<file path="config.mk">
export PLATFORM = sky130hd
export DESIGN_NAME = serial_sub16
export DESIGN_NICKNAME = d
export VERILOG_FILES = /design/src/rtl/serial_sub16_pkg.sv /design/src/rtl/serial_sub16_sub_slice.sv /design/src/rtl/serial_sub16.sv
export SDC_FILE = /design/constraint.sdc
export NUM_CORES = 1
export LEC_CHECK = 0
export BUFFER_PORTS_ARGS = -buffer_cell sky130_fd_sc_hd__clkbuf_2
export CAP_MARGIN = 25
export CORE_ASPECT_RATIO = 1.1
export CORE_UTILIZATION = 55
export CTS_CLUSTER_DIAMETER = 60
export DETAILED_ROUTE_END_ITERATION = 10
export GPL_ROUTABILITY_DRIVEN = 1
export GPL_TIMING_DRIVEN = 0
export PLACE_DENSITY = 0.91
export SLEW_MARGIN = 20
export SYNTH_ARGS = -nofsm -noshare
export SYNTH_HDL_FRONTEND = slang
export SYNTH_SLANG_ARGS = --single-unit
</file>
<file path="constraint.sdc">
create_clock -name clk -period 5.76 [get_ports clk]
set_input_delay 0.288 -clock clk [delete_from_list [all_inputs] [get_ports clk]]
set_output_delay 0.288 -clock clk [all_outputs]
set_load 0.01 [all_outputs]
</file>
<file path="src/rtl/serial_sub16_pkg.sv">
// Shared types and constants for the slice-serial 16-bit subtractor.
package serial_sub16_pkg;

   localparam int DATA_W      = 16;
   localparam int SLICE_W_DEF = 4;

   typedef enum logic [1:0] {
      IDLE = 2'd0,
      CALC = 2'd1,
      DONE = 2'd2
   } state_e;

   function automatic int n_slices(input int slice_w);
      return DATA_W / slice_w;
   endfunction

   localparam int N_SLICES = n_slices(SLICE_W_DEF);

endpackage

</file>
<file path="src/rtl/serial_sub16_sub_slice.sv">
// One slice of the subtractor: a + ~b + cin, with carry out (carry = not-borrow).
module sub_slice #(
   parameter int SLICE_W = 4
) (
   input  logic [SLICE_W-1:0] a_i,
   input  logic [SLICE_W-1:0] b_i,
   input  logic               cin_i,
   output logic [SLICE_W-1:0] sum_o,
   output logic               cout_o
);

   logic [SLICE_W:0] full;

   always_comb begin
      full = {1'b0, a_i} + {1'b0, ~b_i} + {{SLICE_W{1'b0}}, cin_i};
   end

   assign sum_o  = full[SLICE_W-1:0];
   assign cout_o = full[SLICE_W];

endmodule

</file>
<file path="src/rtl/serial_sub16.sv">
// Slice-serial 16-bit subtractor: d = a - b - bin, one SLICE_W slice per clock, LSB first.
module serial_sub16
   import serial_sub16_pkg::*;
#(
   parameter int SLICE_W = SLICE_W_DEF
) (
   input  logic        clk,
   input  logic        rst_n,
   input  logic        start,
   input  logic [15:0] a,
   input  logic [15:0] b,
   input  logic        bin,
   output logic        busy,
   output logic        done,
   output logic [15:0] d,
   output logic        bout,
   output logic        zero,
   output logic        ovf
);

   localparam int N     = n_slices(SLICE_W);
   localparam int IDX_W = (N > 1) ? $clog2(N) : 1;
   localparam logic [IDX_W-1:0] IDX_LAST = IDX_W'(N - 1);

   state_e           state_q, state_d;
   logic [IDX_W-1:0] idx_q, idx_d;
   logic [15:0]      a_q, a_d;
   logic [15:0]      b_q, b_d;
   logic             carry_q, carry_d;
   logic [15:0]      d_q, d_d;
   logic             bout_q, bout_d;
   logic             zero_q, zero_d;
   logic             ovf_q, ovf_d;

   logic [SLICE_W-1:0] sl_a, sl_b, sl_sum;
   logic               sl_cout;

   assign sl_a = a_q[idx_q*SLICE_W +: SLICE_W];
   assign sl_b = b_q[idx_q*SLICE_W +: SLICE_W];

   sub_slice #(.SLICE_W(SLICE_W)) u_slice (
      .a_i   (sl_a),
      .b_i   (sl_b),
      .cin_i (carry_q),
      .sum_o (sl_sum),
      .cout_o(sl_cout)
   );

   always_ff @(posedge clk or negedge rst_n) begin
      if (!rst_n) begin
         state_q <= IDLE;
         idx_q   <= '0;
         a_q     <= '0;
         b_q     <= '0;
         carry_q <= 1'b0;
         d_q     <= '0;
         bout_q  <= 1'b0;
         zero_q  <= 1'b0;
         ovf_q   <= 1'b0;
      end else begin
         state_q <= state_d;
         idx_q   <= idx_d;
         a_q     <= a_d;
         b_q     <= b_d;
         carry_q <= carry_d;
         d_q     <= d_d;
         bout_q  <= bout_d;
         zero_q  <= zero_d;
         ovf_q   <= ovf_d;
      end
   end

   always_comb begin
      state_d = state_q;
      idx_d   = idx_q;
      a_d     = a_q;
      b_d     = b_q;
      carry_d = carry_q;
      d_d     = d_q;
      bout_d  = bout_q;
      zero_d  = zero_q;
      ovf_d   = ovf_q;
      unique case (state_q)
         IDLE, DONE: begin
            if (start) begin
               // Borrow-in folds into the initial carry of a + ~b + carry.
               a_d     = a;
               b_d     = b;
               carry_d = ~bin;
               idx_d   = '0;
               state_d = CALC;
            end else begin
               state_d = IDLE;
            end
         end
         CALC: begin
            d_d[idx_q*SLICE_W +: SLICE_W] = sl_sum;
            carry_d = sl_cout;
            if (idx_q == IDX_LAST) begin
               idx_d   = '0;
               state_d = DONE;
               bout_d  = ~sl_cout;
               zero_d  = (d_d == 16'h0000);
               ovf_d   = (a_q[15] != b_q[15]) && (d_d[15] != a_q[15]);
            end else begin
               idx_d = idx_q + 1'b1;
            end
         end
         default: state_d = IDLE;
      endcase
   end

   assign busy = (state_q == CALC);
   assign done = (state_q == DONE);
   assign d    = d_q;
   assign bout = bout_q;
   assign zero = zero_q;
   assign ovf  = ovf_q;

endmodule

</file>
; ---- Word level (Yosys, flattened, before mapping)
; Index checks and enable logic that the tools add are counted.
[word_totals]
register_bits = 56
output_inout_bits = 21
wordCells = 44
[classes]
add_sub_neg = 4
n_eq_ne = 7
n_shift = 4
n_mux = 9
bitwise_logic = 3
reduce_logical = 8
[op_table]
columns = operator, count
row1 = 4-bit negation with 34-bit output, 1
row2 = 4-bit by 34-bit variable shift with 16-bit output (first input constant), 1
row3 = 4-bit by 34-bit indexed part select with 16-bit output, 1
row4 = 16-bit by 5-bit indexed part select with 4-bit output, 2
row5 = 16-bit bitwise mux, 1
row6 = 16-bit zero test, 1
row7 = 2-bit case mux with 2 select lines, 2
row8 = 2-bit two-way mux, 3
row9 = 2-bit AND reduction, 3
row10 = 4-bit by 4-bit adder with 5-bit output, 1
row11 = 5-bit by 1-bit adder with 5-bit output, 1
row12 = 2-bit == test (second input constant), 2
row13 = 4-bit NOT, 1
row14 = 2-bit by 1-bit adder with 2-bit output (second input constant), 1
row15 = 2-bit by 1-bit == test with 1-bit output (second input constant), 1
row16 = 2-bit zero test, 1
row17 = 1-bit two-way mux, 2
row18 = 1-bit inequality test, 2
row19 = 2-bit by 1-bit inequality test with 1-bit output (second input constant), 1
row20 = 2-bit inequality test (second input constant), 1
row21 = 1-bit NOT, 2
row22 = 1-bit case mux with 2 select lines, 1
row23 = 2-bit nonzero test, 1
row24 = 2-bit OR reduction, 1
row25 = 1-bit logical AND, 1

; ---- Depth between registers and ports, before layout
; Gate-level depths: netlist of run 1.
[logic_depth]
ltp_word = 8
depth_mapped = 11

; ---- Cells and area by module
; From an unflattened synthesis of run 1, not the netlist that was laid out.
[unflattened]
hier_cells = 275
area_unflattened_um2 = 2750.1
[by_module_without_submodules]
columns = module, instances, cells_per_inst, area_each_um2
row1 = serial_sub16, 1, 256, 2598.7
row2 = sub_slice, 1, 19, 151.4

; ---- Worst setup path before layout of run 1
; No wires, ideal clock.
[synth_path]
kind = reg-to-reg
start = register idx_q[0]
end = register zero_q (netlist: zero)
arrival_ps = 3132
path_slack_ps = 2525
stages_incl_launch_ff = 11
synth_period_minus_slack_ps = 3235
cell_sequence = dfrtp_1 > buf_2 > mux4_2 > fa_1 > inv_1 > fa_1 > nand2b_1 > nand2_1 > o22ai_1 > or3_1 > o41ai_2
[synth_between]
elab_chain_len = 7
word_cells_on_any_way = 12
classes_between = add/sub: 3 / eq/ne: 1 / shift: 4 / mux: 1 / bitwise: 1 / reduce/logical: 2
[synth_lines]
columns = item, line_no
row1 = start: declaration, serial_sub16.sv:26  ; logic [IDX_W-1:0] idx_q, idx_d;
row2 = start signal: assignment, serial_sub16.sv:62  ; idx_q <= idx_d;
row3 = 16-bit by 5-bit indexed part select with 4-bit output, serial_sub16.sv:39  ; assign sl_b = b_q[idx_q*SLICE_W +: SLICE_W];
row4 = 4-bit NOT, serial_sub16_sub_slice.sv:15  ; full = {1'b0, a_i} + {1'b0, ~b_i} + {{SLICE_W{1'b0}}, cin_i};
row5 = 4-bit by 4-bit adder with 5-bit output, serial_sub16_sub_slice.sv:15
row6 = 5-bit by 1-bit adder with 5-bit output, serial_sub16_sub_slice.sv:15
row7 = 4-bit by 34-bit indexed part select with 16-bit output, serial_sub16.sv:97  ; d_d[idx_q*SLICE_W +: SLICE_W] = sl_sum;
row8 = 16-bit bitwise mux, serial_sub16.sv:97
row9 = 16-bit zero test, serial_sub16.sv:103  ; zero_d = (d_d == 16'h0000);
row10 = end signal: assignment, serial_sub16.sv:68  ; zero_q <= zero_d;
row11 = end: declaration, serial_sub16.sv:32  ; logic zero_q, zero_d;
; Parallel ways exist; a longest one is shown, timed or not.
; A chain may end at the register's enable or synchronous reset.

; ---- Worst setup path after layout of run 1
; Same ends and word-level chain as after synthesis.

==> results of run 1 <==
## synth_stat cells (2+ instances only)
cell type,number,area [sq um]
nand2_1,124,465
dfrtp_1,56,1400
clkbuf_1,10,37.5
inv_1,10,37.5
ha_1,9,113
mux4_2,8,180
nor2_1,8,30.0
o21ai_1,7,35.0
o31ai_1,6,45.0
o21ai_0,5,25.0
mux2_2,4,45.0
nand2b_1,4,25.0
nor2b_1,4,25.0
a21oi_1,3,15.0
buf_2,3,15.0
nand3_1,3,15.0
nor4_1,3,18.8
a22o_1,2,17.5
fa_1,2,40.0
inv_2,2,7.51
nor3_1,2,10.0
## critical path: stages, from the launching register on
cell and delay [ps]:
dfrtp_1 500, buf_2 370, mux4_2 570, fa_1 420, inv_1 90, fa_1 500, nand2b_1 210, nand2_1 80
o22ai_1 60, or3_1 360, o41ai_2 330
## logic make-up after synthesis
kind of cell / synth area share
AOI/OAI and AO/OA: 0.0823
and+or+nand+nor: 0.234
adders and majority gates: 0.0549
muxes: 0.0809
buffers and inverters: 0.0351
DFF: 0.504
xor gates and xnor gates: 0.00899
## sequential cells by signal (all words and copies together), names as in the netlist
| register | cells |
|---|---|
| a_q | 16 |
| b_q | 16 |
| d | 16 |
| idx_q | 2 |
| state_q | 2 |
| bout | 1 |
| carry_q | 1 |
| ovf | 1 |
| zero | 1 |
## layer usage
layer / wire length, microns / up-vias / share of wire
met4: 129 / 0 / 0.022
li1: - / 1104 / -
met5: 0 / - / 0
met1: 2410 / 1081 / 0.42
met3: 243 / 11 / 0.042
met2: 2970 / 76 / 0.52
## final cells by class
cell class	count	area, sq um
fill	378	1520
sequential	56	1400
multi-input combinational	214	1280
timing repair buffer	56	283
tap	56	70.1
clock buffer	5	68.8
buffer	13	52.6
inverter	12	45.0
clock inverter	3	22.5
## power by group
part           internal [mW]  switching (mW)  total (mW)
registers              0.562           0.112       0.674
clock network         0.0874           0.129       0.216
logic                  0.492           0.718        1.21
total                   1.14           0.958        2.10
## path summary, 6_finish.rpt
| path | startpoint | end | slack (ps) | depth (start not counted) |
|---|---|---|---|---|
| setup / recovery | idx_q[0] | zero | 2170 | 10 |
| hold / removal | rst_n | d[6] | 60 | 1 |
| setup reg to reg | idx_q[0] | zero | 2170 | 10 |
| hold reg to reg | a_q[0] | a_q[0] | 490 | 2 |
| max in group asynchronous | rst_n | b_q[0] | 5230 | 1 |
| min in group clk | b[13] | b_q[13] | 160 | 3 |
==> out/qor.yml, run 1 <==
placed_design:
  portBuffers: 56
  hpwl_microns: 4300
  place_congestion: 0.874
  postPlaceCellArea_sq_um: 3140
  place_ws_ps: 2190
  dpl.cell_count: 407
cells_and_area:
  final_design_area_no_fill_sq_um: 3230
  fin_util: 0.679
  syn2layout_area_growth_pct: 16.0
  drive_gt1_frac: 0.242
  nets: 405
  n_antenna_cell: 0
  final_common_cell: "nand2_1"
  instances_no_fill: 415
  final_cell_mix: "nand2_1 (124), dfrtp_1 (56), clkbuf_2 (55)"
clock_tree:
  cts_resized: 0
  numCtsBuffers: 5
  clk_latency_ps: 310
  clk_path_buf_depth: 2
  clk_pin_slew_ps: 90
  cts_tree: "built"
  cts_sinks: 56
  hold_buffers: 0
  cts_setup_buffers: 0
  clk_root_buffer_cell: "clkbuf_8"
  htree_levels: 2
min_path:
  hold_class: "input port to asynchronous set/reset pin"
detailed_routing:
  drt_pass1_iterations: 4
  post_drt_wl_per_cell_microns: 13.9
  vias_per_cell: 5.47
  drc_errors: 0
  dr_total_vias: 2272
  ant_nets: 0
  drt_first_iter_violations: 155
  wl_microns: 5750
synthesis:
  synth_area_sq_um: 2780
  synth.net_count: 342
  synth_warnings: 0
  synthCells: 295
  ys_seq_area_frac: 0.504
  syn_avg_cell_area_sq_um: 9.43
  synthArstFlopShare: 1.00
  synth_edf_count: 0
  synth_cell_types: 41
  ys.flop_type: "dfrtp_1"
  synth_seq_cells: 56
run_status:
  status: "completed"
timing:
  clock.fmax_ghz: 0.279
  worstMarginPinSlew_ps: 734
  rsz0062_at_grt: "no"
  relSlewSlack: 0.511
  fin_hold_ws_ps: 57.9
  period_needed_ps: 3590
  fin_skew_ps: 4.39
  finalHoldViolCount: 0
  drv_slew: 0
  finalSetupViolCount: 0
  fin_tns_setup_ps: 0
  min_period_over_period: 0.623
  worst_slack_ps: 2170
pwr:
  p_per_area_nw_per_um2: 651
  max-vdd-ir-drop_uv: 387
  total_power_mw: 2.10
  p_leak_nw: 1.68
worst_setup_path:
  worst_ep_arrival_time_ps: 3800
  critPathMaxFanout: 10
  crit_type: "flip-flop to flip-flop"
  crit_path_end_kind: "flip-flop"
  setup.worst_path.start_class: "flip-flop"
  required_ps: 5970
floorplanning:
  row_count: 26
  coreArea_sq_um: 4750
  fp.dieW_microns: 69.8
  die_area_sq_um: 5350
  dieHeight_microns: 76.6
  num_io_pins: 57
  start_util: 0.586
global_routing:
  grt-ovfl-total: 0
  grtUsageMet3: 0.0437
  grtUsageTotal: 0.235
  grt_pass1_vias: 2197
  met1_usage: 0.291
  busiest_layer: "met2"
  grt_pass1_wl_microns: 9850
  grt_max_degree: 57
  grt_antenna_before_repair: 0
  gr-usage-met2: 0.391
job:
  drv_cap: 0
No activity file was read; power rests on OpenSTA's default activity.
==> run 2: changes to the inputs <==
--- a/config.mk
+++ b/config.mk
@@ -8,12 +8,12 @@
 export BUFFER_PORTS_ARGS = -buffer_cell sky130_fd_sc_hd__clkbuf_2
 export CAP_MARGIN = 25
 export CORE_ASPECT_RATIO = 1.1
-export CORE_UTILIZATION = 55
+export CORE_UTILIZATION = 54
 export CTS_CLUSTER_DIAMETER = 60
 export DETAILED_ROUTE_END_ITERATION = 10
 export GPL_ROUTABILITY_DRIVEN = 1
 export GPL_TIMING_DRIVEN = 0
-export PLACE_DENSITY = 0.91
+export PLACE_DENSITY = 0.9
 export SLEW_MARGIN = 20
 export SYNTH_ARGS = -nofsm -noshare
 export SYNTH_HDL_FRONTEND = slang
==> constraint.sdc (replaced) <==
create_clock -name clk -period 3.6 [get_ports clk]
set_input_delay 0.18 -clock clk [delete_from_list [all_inputs] [get_ports clk]]
set_output_delay 0.18 -clock clk [all_outputs]
set_load 0.01 [all_outputs]
==> run 2 against run 1 <==
Against the previous run: final area up 2.1%; die area up 1.8%; count of clock-buffer cells in the layout unchanged; largest power group unchanged; largest cell class unchanged; critical path depth unchanged; core utilization down 1.6 points; power up 67%.
==> out/qor.yml, run 2 (synthesis gave the netlist of run 1 again) <==
global_routing:
  grt_pass1_vias: 2192  # was 2,197
  busiest_layer: "met2"  # unchanged
  grtUsageTotal: 0.233  # was 0.235
  grt-ovfl-total: 0  # unchanged
  grtUsageMet3: 0.0394  # was 0.0437
  met1_usage: 0.306  # was 0.291
  grt_antenna_before_repair: 0  # unchanged
  gr-usage-met2: 0.399  # was 0.391
  grt_max_degree: 57  # unchanged
  grt_pass1_wl_microns: 10000  # was 9850 microns
cells_and_area:
  drive_gt1_frac: 0.244  # was 0.242
  n_antenna_cell: 0  # unchanged
  nets: 406  # was 405
  final_common_cell: "nand2_1"  # unchanged
  syn2layout_area_growth_pct: 18.3  # was 16.0%
  n_fill_cell: 412  # was 378
  instances_no_fill: 418  # was 415
  final_cell_mix: "nand2_1 (124), clkbuf_2 (56), dfrtp_1 (56)"  # was nand2_1 (124), dfrtp_1 (56), clkbuf_2 (55)
min_path:
  hold_depth: 3
  min_to: "b_q[14]"
  hold_class: "input port to flip-flop"  # was input port to asynchronous set/reset pin
  min_from: "b[14]"
detailed_routing:
  drt_first_iter_violations: 110  # was 155
  ant_nets: 0  # unchanged
  post_drt_wl_per_cell_microns: 13.8  # was 13.9 microns
  wl_microns: 5780  # was 5750 microns
  drt_pass1_iterations: 4  # unchanged
  drc_errors: 0  # unchanged
  dr_total_vias: 2213  # was 2,272
  vias_per_cell: 5.29  # was 5.47
clock_tree:
  cts_setup_buffers: 0  # unchanged
  clk_root_buffer_cell: "clkbuf_8"  # unchanged
  clk_path_buf_depth: 2  # unchanged
  clk_latency_ps: 310  # about the same
  cts_sinks: 56  # unchanged
  numCtsBuffers: 5  # unchanged
  clk_pin_slew_ps: 100  # was 90 ps
  htree_levels: 2  # unchanged
  cts_tree: "built"  # unchanged
timing:
  rsz0062_at_grt: "no"  # unchanged
  min_period_over_period: 0.945  # was 0.623
  drv_slew: 0  # unchanged
  fin_tns_setup_ps: 0  # unchanged
  period_needed_ps: 3400  # was 3590 ps
  worst_slack_ps: 199  # was 2170 ps
  worstMarginPinSlew_ps: 749  # was 734 ps
  finalSetupViolCount: 0  # unchanged
  clock.fmax_ghz: 0.294  # was 0.279 GHz
  finalHoldViolCount: 0  # unchanged
  fin_skew_ps: 3.52  # was 4.39 ps
  relSlewSlack: 0.501  # was 0.511
floorplanning:
  num_io_pins: 57  # unchanged
  start_util: 0.560  # was 0.586
  fp.dieW_microns: 70.4  # was 69.8 microns
  coreArea_sq_um: 4970  # was 4750 sq um
  die_area_sq_um: 5440  # was 5350 sq um
  dieHeight_microns: 77.3  # was 76.6 microns
  row_count: 27  # was 26
placed_design:
  place_ws_ps: 37.8  # was 2190 ps
  dpl.cell_count: 409  # was 407
  portBuffers: 56  # unchanged
  place_congestion: 0.896  # was 0.874
  hpwl_microns: 4330  # was 4300 microns
pwr:
  p_leak_nw: 1.71  # was 1.68 nW
  p_per_area_nw_per_um2: 1070  # was 651 nW/um^2
  max-vdd-ir-drop_uv: 557  # was 387 uV
  total_power_mw: 3.51  # was 2.10 mW
worst_setup_path:
  critPathMaxFanout: 10  # unchanged
  worst_ep_arrival_time_ps: 3610  # was 3800 ps
  reg2reg_slack_ps: 200  # was 2170 ps
  crit_path_end_kind: "flip-flop"  # unchanged
  cp_top_family: "adder cells"  # unchanged
  crit_chain: "buf_6, mux4_2, fa_1, inv_1, fa_1, nand2b_1, nand2_1, o22ai_1, or3_1, o41ai_2"  # was buf_2, mux4_2, fa_1, inv_1, fa_1, nand2b_1, nand2_1, o22ai_1, or3_1, o41ai_2
  cpMostUsedCell: "fa_1"  # unchanged
  cp_slowest_cell: "mux4_2"  # unchanged
  required_ps: 3810  # was 5970 ps
  critPathBufInv: 2  # unchanged
  reg2reg_from: "idx_q[0]"  # unchanged
  setup.worst_path.start_class: "flip-flop"  # unchanged
  crit_type: "flip-flop to flip-flop"  # unchanged
  cpPeakStageDelay_ps: 540  # was 570 ps
  r2r_cells: 10  # unchanged
  rr_endpoint: "zero"  # unchanged
run_status:
  status: "completed"  # unchanged
job:
  drv_cap: 0  # unchanged
[run 2: changes by cell type in the layout (fill, tap and decap cells not counted)]
cell	delta
clkbuf_1	-1
clkinv_2	-1
clkbuf_2	+1
clkinv_4	-1
dlygate4sd3_1	+1
buf_6	+1
bufinv_16	+2
buf_2	-1
[run 2: repair_timing]
item                                    in CTS  in global routing
hold buffers                                 1                  0
endpoints found under the hold margin       56                  0
endpoints found under the setup margin       0                  1
resized for setup                            0                  5
[run 2: stage by stage]
| step | area [sq um] | utilization | hold slack (ps) |
|---|---|---|---|
| after detailed placement | 3140 | 0.632 | 316 |
| final | 3290 | 0.663 | 56.4 |
| after global routing | 3290 | 0.663 | 52.8 |
| after CTS | 3290 | 0.662 | 49.8 |
| after global placement | 3140 | 0.631 | 369 |
| after floorplan | 2780 | - | -116 |
[run 2: layout make-up]
| class | instances | area (sq um) | area share |
|---|---|---|---|
| clock inverter | 3 | 68.8 | 0.0209 |
| timing repair buffer | 57 | 293 | 0.0889 |
| multi-input combinational | 214 | 1280 | 0.390 |
| sequential | 56 | 1400 | 0.426 |
| tap | 58 | 72.6 | 0.0220 |
| clock buffer | 5 | 68.8 | 0.0209 |
| inverter | 12 | 45.0 | 0.0137 |
| buffer | 13 | 60.1 | 0.0182 |
[run 2: layer usage]
metal,vias to the layer above,routed length (microns)
li1,1102,-
met1,1041,2530
met2,62,2990
met3,8,200
met4,0,59
met5,-,0
[run 2: where the power goes]
group | internal, mW | leakage, nW | switching, mW | total [mW]
logic | 0.795 | 0.929 | 1.15 | 1.95
registers | 0.900 | 0.714 | 0.184 | 1.08
clock network | 0.280 | 0.0687 | 0.204 | 0.484
total | 1.97 | 1.71 | 1.54 | 3.51
[run 2: worst max-delay path by stage]
stage,from,endpoint,cells past startpoint
final,idx_q[0],zero,10
after global routing,idx_q[0],zero,10
after floorplan,idx_q[0],zero,10
after detailed placement,idx_q[0],zero,10
after global placement,idx_q[0],zero,10
after CTS,idx_q[0],zero,10
[run 2: tightest hold or removal path: cells and delay by family]
family / cells / cell delay, ps
simple gates: 2 / 80
buf+inv: 1 / 70
==> run 3: changes to the inputs <==
--- a/config.mk
+++ b/config.mk
@@ -5,15 +5,15 @@
 export SDC_FILE = /design/constraint.sdc
 export NUM_CORES = 1
 export LEC_CHECK = 0
-export BUFFER_PORTS_ARGS = -buffer_cell sky130_fd_sc_hd__clkbuf_2
 export CAP_MARGIN = 25
 export CORE_ASPECT_RATIO = 1.1
-export CORE_UTILIZATION = 54
+export CORE_UTILIZATION = 55
 export CTS_CLUSTER_DIAMETER = 60
 export DETAILED_ROUTE_END_ITERATION = 10
+export DONT_BUFFER_PORTS = 1
 export GPL_ROUTABILITY_DRIVEN = 1
 export GPL_TIMING_DRIVEN = 0
-export PLACE_DENSITY = 0.9
+export PLACE_DENSITY = 0.81
 export SLEW_MARGIN = 20
 export SYNTH_ARGS = -nofsm -noshare
 export SYNTH_HDL_FRONTEND = slang
==> run 3 against run 2 <==
Against the previous run: combinational power decreased by 2%; wire length grew 5.7%; register-to-register slack worse by 60 ps; final area rose by 0.61%; sequential power grew 5%; final cell count decreased by 6.0%; clock skew is 7.7 ps higher; worst setup slack worse by 60 ps; worst hold slack got worse by 31 ps; die area is 1.8% lower; critical endpoint unchanged; largest cell class unchanged; highest routed layer unchanged.
==> out/qor.yml, run 3 (synthesis gave the netlist of run 1 again) <==
run_status:
  status: "completed"  # unchanged
clock_tree:
  numCtsBuffers: 5  # unchanged
  clk_path_buf_depth: 2  # unchanged
  htree_levels: 2  # unchanged
  cts_sinks: 56  # unchanged
  cts_tree: "built"  # unchanged
  clk_root_buffer_cell: "clkbuf_8"  # unchanged
  cts_setup_buffers: 0  # unchanged
  clk_latency_ps: 310  # about the same
  clk_pin_slew_ps: 110  # was 100 ps
floorplanning:
  start_util: 0.586  # was 0.560
  coreArea_sq_um: 4750  # was 4970 sq um
  dieHeight_microns: 76.6  # was 77.3 microns
  num_io_pins: 57  # unchanged
  row_count: 26  # was 27
  fp.dieW_microns: 69.8  # was 70.4 microns
  die_area_sq_um: 5350  # was 5440 sq um
detailed_routing:
  dr_total_vias: 2223  # was 2,213
  drt_pass1_iterations: 4  # unchanged
  ant_nets: 0  # unchanged
  post_drt_wl_per_cell_microns: 15.6  # was 13.8 microns
  drt_first_iter_violations: 152  # was 110
  vias_per_cell: 5.66  # was 5.29
  drc_errors: 0  # unchanged
  wl_microns: 6110  # was 5780 microns
cells_and_area:
  syn2layout_area_growth_pct: 19.1  # was 18.3%
  n_antenna_cell: 0  # unchanged
  final_common_cell: "nand2_1"  # unchanged
  nets: 383  # was 406
  final_cell_mix: "nand2_1 (124), dfrtp_1 (55), dlygate4sd3_1 (33)"  # was nand2_1 (124), clkbuf_2 (56), dfrtp_1 (56)
  drive_gt1_frac: 0.101  # was 0.244
  final_design_area_no_fill_sq_um: 3310  # was 3290 sq um
timing:
  period_needed_ps: 3460  # was 3400 ps
  drv_slew: 0  # unchanged
  fin_skew_ps: 11.2  # was 3.52 ps
  relSlewSlack: 0.584  # was 0.501
  min_period_over_period: 0.961  # was 0.945
  finalHoldViolCount: 0  # unchanged
  fin_tns_setup_ps: 0  # unchanged
  rsz0062_at_grt: "no"  # unchanged
  clock.fmax_ghz: 0.289  # was 0.294 GHz
  worstMarginPinSlew_ps: 619  # was 749 ps
  finalSetupViolCount: 0  # unchanged
placed_design:
  portBuffers: 0  # was 56
  postPlaceCellArea_sq_um: 2850  # was 3140 sq um
  hpwl_microns: 4110  # was 4330 microns
  place_congestion: 0.843  # was 0.896
worst_setup_path:
  worst-path-stages: 10  # unchanged
  crit_path_end_kind: "flip-flop"  # unchanged
  required_ps: 3810  # about the same
  r2r_cells: 10  # unchanged
  setup.worst_path.start_class: "flip-flop"  # unchanged
  critPathMaxFanout: 10  # unchanged
  cpPeakStageDelay_ps: 560  # was 540 ps
  critPathBufInv: 2  # unchanged
  crit_type: "flip-flop to flip-flop"  # unchanged
  reg2reg_slack_ps: 140  # was 200 ps
  crit_chain: "buf_6, mux4_2, fa_1, inv_1, fa_1, nand2b_1, nand2_1, o22ai_1, or3_1, o41ai_2"  # unchanged
  worst_ep_arrival_time_ps: 3670  # was 3610 ps
  cp_slowest_cell: "mux4_2"  # unchanged
  cpMostUsedCell: "fa_1"  # unchanged
  cp_top_family: "adder cells"  # unchanged
min_path:
  hold_depth: 1  # was 3
  hold_class: "input port to flip-flop"  # unchanged
pwr:
  p_per_area_nw_per_um2: 1020  # was 1070 nW/um^2
  max-vdd-ir-drop_uv: 541  # was 557 uV
  p_leak_nw: 1.59  # was 1.71 nW
global_routing:
  grt_pass1_vias: 2287  # was 2,192
  grt_antenna_before_repair: 0  # unchanged
  grt_max_degree: 57  # unchanged
  grt_pass1_wl_microns: 10700  # was 10,000 microns
  grt-ovfl-total: 0  # unchanged
  grtUsageTotal: 0.254  # was 0.233
job:
  drv_cap: 0  # unchanged
==> run 3: final timing paths <==
check,from,endpoint
max,idx_q[0],zero
min,bin,carry_q
max reg2reg,idx_q[0],zero
min reg2reg,a_q[14],a_q[14]
max in group asynchronous,rst_n,idx_q[0]
min in group asynchronous,rst_n,d[3]
==> run 3: routing by layer <==
layer	GRT usage	vias up	share of wire
met5	0	-	0
met4	0.0740	0	0.018
met3	0.0661	11	0.056
met2	0.428	73	0.50
li1	-	1063	-
met1	0.323	1076	0.42
==> run 3: through the flow <==
step	std cells	hold slack [ps]	util	total power, mW	worst slack [ps]
floorplan	295	-116	-	2.49	365
global placement	351	-115	0.601	2.88	-0.344
detailed placement	351	-114	0.601	2.95	-74.2
CTS	392	5.91	0.694	3.36	4.20
global route	393	7.77	0.698	3.66	6.47
finish	393	25.5	0.698	3.39	139
==> run 3: final cells by class <==
cell class                      instances  area [sq um]
Fill cell                             313          1440
Sequential cell                        56          1400
Multi-Input combinational cell        214          1280
Timing Repair Buffer                   34           358
Tap cell                               56          70.1
Clock buffer                            5          68.8
Buffer                                 13          60.1
Inverter                               12          45.0
Clock inverter                          3          25.0
==> run 3: power by group <==
| part | internal, mW | switching, mW | leakage, nW | total (mW) |
|---|---|---|---|---|
| Sequential | 0.900 | 0.225 | 0.713 | 1.13 |
| Clock | 0.142 | 0.210 | 0.0452 | 0.353 |
| Combinational | 0.767 | 1.15 | 0.835 | 1.91 |
| Total | 1.81 | 1.58 | 1.59 | 3.39 |
==> run 3: repair_timing <==
action	4_1_cts	5_1_grt
resized for setup	1	4
endpoints found under the hold margin	87	1
setup endpoints to repair	1	1
hold buffers	33	1
